==> config.mk <==
export PLATFORM = sky130hd
export DESIGN_NAME = ibex_rf_write_ctrl
export DESIGN_NICKNAME = d
export VERILOG_FILES = /design/src/rtl/ibex_rf_write_ctrl.sv
export SDC_FILE = /design/constraint.sdc
export NUM_CORES = 1
export LEC_CHECK = 0
export CAP_MARGIN = 20
export CORE_MARGIN = 2
export CORE_UTILIZATION = 51
export CTS_BUF_LIST = sky130_fd_sc_hd__clkbuf_8
export CTS_CLUSTER_DIAMETER = 40
export DETAILED_ROUTE_END_ITERATION = 10
export PLACE_DENSITY = 0.87
export SYNTH_ARGS = -nofsm -noshare
export SYNTH_HDL_FRONTEND = slang
export SYNTH_SLANG_ARGS = --single-unit
==> constraint.sdc <==
create_clock -name clk_i -period 3.2 [get_ports clk_i]
set_input_delay 0.48 -clock clk_i [delete_from_list [all_inputs] [get_ports clk_i]]
set_output_delay 0.48 -clock clk_i [all_outputs]
set_load 0.01 [all_outputs]
==> src/rtl/ibex_rf_write_ctrl.sv <==
// Write-port controller for the flop-based register file. It merges EX results and load
// returns into one registered write stream. Optional forwarding: IBEX_RF_WRITE_FWD_EN.
module ibex_rf_write_ctrl #(
  parameter int unsigned DataWidth = 32,
  parameter int unsigned Depth     = 2
) (
  input  logic                 clk_i,
  input  logic                 rst_ni,
  input  logic                 ex_valid_i,
  input  logic [4:0]           ex_waddr_i,
  input  logic [DataWidth-1:0] ex_wdata_i,
  input  logic                 lsu_valid_i,
  output logic                 lsu_ready_o,
  input  logic [4:0]           lsu_waddr_i,
  input  logic [DataWidth-1:0] lsu_wdata_i,
  output logic                 we_a_o,
  output logic [4:0]           waddr_a_o,
  output logic [DataWidth-1:0] wdata_a_o,
  input  logic [4:0]           raddr_a_i,
  input  logic [4:0]           raddr_b_i,
`ifdef IBEX_RF_WRITE_FWD_EN
  output logic                 fwd_a_o,
  output logic                 fwd_b_o,
  output logic [DataWidth-1:0] fwd_data_a_o,
  output logic [DataWidth-1:0] fwd_data_b_o,
`endif
  output logic                 hazard_a_o,
  output logic                 hazard_b_o,
  output logic                 err_o
);

  localparam int unsigned PtrW = $clog2(Depth);

  logic [4:0]           buf_addr_q [Depth];
  logic [DataWidth-1:0] buf_data_q [Depth];
  logic [PtrW-1:0]      rd_ptr_q;
  logic [PtrW-1:0]      wr_ptr_q;
  logic [PtrW:0]        count_q;
  logic [Depth-1:0]     buf_valid;
  logic                 buf_empty;
  logic                 lsu_accept;
  logic                 push;
  logic                 pop;
  logic                 sel_valid;
  logic [4:0]           sel_addr;
  logic [DataWidth-1:0] sel_data;
  logic                 ex_conflict;
  logic [4:0]           raddr [2];
  logic [1:0]           rd_hit;

  assign buf_empty   = (count_q == '0);
  assign lsu_ready_o = (count_q != (PtrW+1)'(Depth));
  assign lsu_accept  = lsu_valid_i && lsu_ready_o;
  assign raddr[0]    = raddr_a_i;
  assign raddr[1]    = raddr_b_i;

  // An entry is live when its distance from the read pointer is below the count.
  always_comb begin
    buf_valid = '0;
    for (int unsigned i = 0; i < Depth; i++) begin
      buf_valid[i] = ({1'b0, PtrW'(PtrW'(i) - rd_ptr_q)} < count_q);
    end
  end

  always_comb begin
    sel_valid = 1'b0;
    sel_addr  = ex_waddr_i;
    sel_data  = ex_wdata_i;
    pop       = 1'b0;
    push      = lsu_accept && (ex_valid_i || !buf_empty);
    if (ex_valid_i) begin
      sel_valid = 1'b1;
    end else if (!buf_empty) begin
      sel_valid = 1'b1;
      sel_addr  = buf_addr_q[rd_ptr_q];
      sel_data  = buf_data_q[rd_ptr_q];
      pop       = 1'b1;
    end else if (lsu_accept) begin
      sel_valid = 1'b1;
      sel_addr  = lsu_waddr_i;
      sel_data  = lsu_wdata_i;
    end
  end

  // An EX write overtaking a pending load to the same register means upstream scoreboarding failed.
  always_comb begin
    ex_conflict = 1'b0;
    for (int unsigned i = 0; i < Depth; i++) begin
      if (buf_valid[i] && (buf_addr_q[i] == ex_waddr_i)) ex_conflict = 1'b1;
    end
    ex_conflict = ex_conflict && ex_valid_i && (ex_waddr_i != 5'd0);
  end

  always_ff @(posedge clk_i or negedge rst_ni) begin
    if (!rst_ni) begin
      rd_ptr_q <= '0;
      wr_ptr_q <= '0;
      count_q  <= '0;
    end else begin
      if (push) wr_ptr_q <= wr_ptr_q + 1'b1;
      if (pop)  rd_ptr_q <= rd_ptr_q + 1'b1;
      count_q <= count_q + (PtrW+1)'(push) - (PtrW+1)'(pop);
    end
  end

  always_ff @(posedge clk_i) begin
    if (push) begin
      buf_addr_q[wr_ptr_q] <= lsu_waddr_i;
      buf_data_q[wr_ptr_q] <= lsu_wdata_i;
    end
  end

  // x0 writes are consumed by selection but never raise the enable.
  always_ff @(posedge clk_i or negedge rst_ni) begin
    if (!rst_ni) begin
      we_a_o    <= 1'b0;
      waddr_a_o <= '0;
      wdata_a_o <= '0;
      err_o     <= 1'b0;
    end else begin
      we_a_o <= sel_valid && (sel_addr != 5'd0);
      if (sel_valid) begin
        waddr_a_o <= sel_addr;
        wdata_a_o <= sel_data;
      end
      err_o <= ex_conflict;
    end
  end

  always_comb begin
    rd_hit = '0;
    for (int unsigned p = 0; p < 2; p++) begin
      rd_hit[p] = we_a_o && (waddr_a_o == raddr[p]);
      for (int unsigned i = 0; i < Depth; i++) begin
        if (buf_valid[i] && (buf_addr_q[i] == raddr[p])) rd_hit[p] = 1'b1;
      end
      rd_hit[p] = rd_hit[p] && (raddr[p] != 5'd0);
    end
  end

`ifdef IBEX_RF_WRITE_FWD_EN
  logic [DataWidth-1:0] rd_data [2];
  logic [PtrW-1:0]      age_idx;

  // Walk oldest to newest so the newest buffered match wins; the output register beats all.
  always_comb begin
    age_idx = '0;
    for (int unsigned p = 0; p < 2; p++) begin
      rd_data[p] = '0;
      for (int unsigned k = 0; k < Depth; k++) begin
        age_idx = rd_ptr_q + PtrW'(k);
        if (({1'b0, PtrW'(k)} < count_q) && (buf_addr_q[age_idx] == raddr[p])) begin
          rd_data[p] = buf_data_q[age_idx];
        end
      end
      if (we_a_o && (waddr_a_o == raddr[p])) rd_data[p] = wdata_a_o;
    end
  end

  assign fwd_a_o      = rd_hit[0];
  assign fwd_b_o      = rd_hit[1];
  assign fwd_data_a_o = rd_data[0];
  assign fwd_data_b_o = rd_data[1];
  assign hazard_a_o   = 1'b0;
  assign hazard_b_o   = 1'b0;
`else
  assign hazard_a_o   = rd_hit[0];
  assign hazard_b_o   = rd_hit[1];
`endif

endmodule

==> flow_summary.toml <==
[global_route]
grt.overflow.total = 0
grtUsageMet1_pct = 28.5
first_global_vias = 4318
grt_antenna_before_repair = 0
use_met2_pct = 44.4
grt-busiest-layer = "met2"
grt_pass1_wl_microns = 21300
grt_usage_pct = 24.8
grt_max_degree = 44
grtUsageMet3_pct = 6.74

[placement]
hpwl_microns = 9110
place.gp.congestion = 0.899
io_buffers = 129
dp.cells = 660

[timing]
min_period_ns = 3.09
whs_ns = 0.0489
setup_viol = 0
fin_crit_sh_pct = 96.5
worst_pin_slew_ns = 0.913
final_hold_viol_count = 0
rsz0062_at_grt = "false"
drv_slew = 0
fmax_ghz = 0.324
setup-tns-final_ns = 0
fin_worst_skew_ns = 0.0150
slew_headroom_pct = 39.2

[critical_path]
rrSetupSlack_ns = 0.95
required_ns = 2.72
reg2regPathDepth = 5
r2r_start = "count_q[0]"
cp.arrival_ns = 2.61
critPathLaunchType = "input pin"
r2r_end = "wdata_a_o[9]"
worstSetupPathType = "input pin to primary output"
cp_max_fo = 4
cp-end-kind = "primary output"

[run_status]
status = "finished clean"

[final_layout]
syn2layout_area_growth_pct = 37.3
mostFrequentLayoutCell = "clkdlybuf4s50_1"
layout.nets = 637
final_cell_mix = "127 x clkdlybuf4s50_1, 74 x edfxtp_1, 55 x nor2_1"
final_util_pct = 71.3
drive_above_1_share_pct = 16.1
diodes = 0
stdcell_count = 696

[yosys]
seq_area_frac_synth_pct = 62.1
synth_cell_types = 34
syn_inst = 409
synth_edf_count = 74
ys_ff_latch = 117
yosysWarnings = 0
synthFlopType = "edfxtp_1"
syn_area_per_cell_sq_um = 13.0
postSynth.asyncResetShare_pct = 36.8
synth_nets = 499
synthesis.area_sq_mm = 0.00532

[clocking]
clk_latency_ns = 0.42
htreeDepth = 4
cts_made_buffers = 17
clockBufferDepth = 2
clk_pin_slew_worst_paths_ns = 0.08
cts_root_buffer = "clkbuf_8"
cts_tree = "done"
cts.sinks = 117

[drt]
vias = 4078
drt-total-wl_microns = 13700
drc = 0
viasPerCell = 5.86
first_iter_violations = 366
wl_per_cell_microns = 19.7
ant_nets = 0
firstDrtPassIters = 7

[floorplan]
die_h_microns = 106
fp.coreArea_sq_mm = 0.0102
die_area_sq_mm = 0.0113
fp-row-count = 37
dieWidth_microns = 106
ioPinCount = 130
initial_core_util_pct = 52.0

[pwr]
powerDensity_mw_per_mm2 = 836
leakage_nw = 2.69
peakVddDrop_uv = 473

[job]
drv_cap = 0

[hold_path]
hold_class = "input pin to asynchronous set/reset pin"
## registers in the layout, summed over array words and instances (netlist names)
signal,cells
err_o,1
we_a_o,1
wdata_a_o,32
count_q,2
buf_addr_q,10
wr_ptr_q,1
buf_data_q,64
rd_ptr_q,1
waddr_a_o,5
## repair_timing
action	CTS	global route
resized for setup	0	3
buffers inserted	0	3
hold buffers	0	0
setup endpoints to repair	0	1
## metal layers
metal	up-vias	part of all wire [%]	wire, microns
met2	222	52	7200
met3	16	8.3	1140
met5	-	0	0
met4	0	1.4	190
met1	2017	38	5180
li1	1823	-	-
## through the flow
| step | power (W) | area (sq um) | worst slack (ns) |
|---|---|---|---|
| final | 0.00610 | 7300 | 0.113 |
| after global routing | 0.00640 | 7300 | 0.00642 |
| after CTS | 0.00612 | 7250 | 0.0218 |
| after detailed placement | 0.00454 | 6790 | 0.112 |
| after global placement | 0.00444 | 6760 | 0.202 |
| after floorplan | 0.00355 | 5320 | 0.215 |
## critical path, cell delays in order
cell and delay (ns):
clkdlybuf4s50_1 0.51, xor2_1 0.19, or4_1 0.48, nor3_1 0.16, a31oi_1 0.07, a21oi_1 0.17, clkdlybuf4s50_1 0.55
## area by class of cell
type	count	area, sq um
flip-flops and latches	117	3300
fillers	706	2930
multi-input cells	264	1920
repair buffers	144	1430
clock buffers	17	234
clock inverters	15	229
well taps	136	170
inverters	3	11.3
## power breakdown
group | leakage (nW) | internal [W] | switching (W) | total, W
Sequential | 1.19 | 0.00212 | 0.000283 | 0.00240
Clock | 0.224 | 0.000935 | 0.000622 | 0.00156
Combinational | 1.28 | 0.00111 | 0.00103 | 0.00214
Total | 2.69 | 0.00416 | 0.00194 | 0.00610
## cells in the mapped netlist, types with 3 or more instances
master	number	area [sq um]
edfxtp_1	74	2220
nor2_1	57	214
dfrtp_1	43	1080
mux2_2	32	360
a222oi_1	31	310
xor2_1	28	245
nand2b_1	21	131
a21oi_1	19	95.1
xnor2_1	16	140
clkbuf_1	14	52.6
buf_2	10	50.1
o21ai_0	9	45.0
nand2_1	8	30.0
nor4_1	7	43.8
mux2i_1	6	60.1
nand3_1	4	20.0
or4_1	4	30.0
a2bb2oi_1	3	26.3
inv_1	3	11.3
nor3_1	3	15.0
## cells by family after synthesis
kind of cell	count (synthesis)	synth area share, %
buffers and inverters	28	2.28
AND/OR/NAND/NOR	111	10.1
XOR/XNOR	44	7.25
flip-flops	117	62.1
AO/OA/AOI/OAI	69	9.96
adder cells (fa/ha/maj)	2	0.471
multiplexers	38	7.91
## worst max-delay path by stage
| stage | start | end | slack (ns) | cells after the start |
|---|---|---|---|---|
| after floorplan | ex_valid_i | buf_addr_q[0][0] | 0.21 | 4 |
| after global placement | raddr_b_i[4] | hazard_b_o | 0.20 | 7 |
| after detailed placement | raddr_b_i[4] | hazard_b_o | 0.11 | 7 |
| after CTS | rd_ptr_q | hazard_b_o | 0.02 | 6 |
| after global routing | raddr_b_i[0] | hazard_b_o | 0.006 | 7 |
| final | raddr_b_i[0] | hazard_b_o | 0.11 | 7 |
Power figures use the tool's default switching activity.
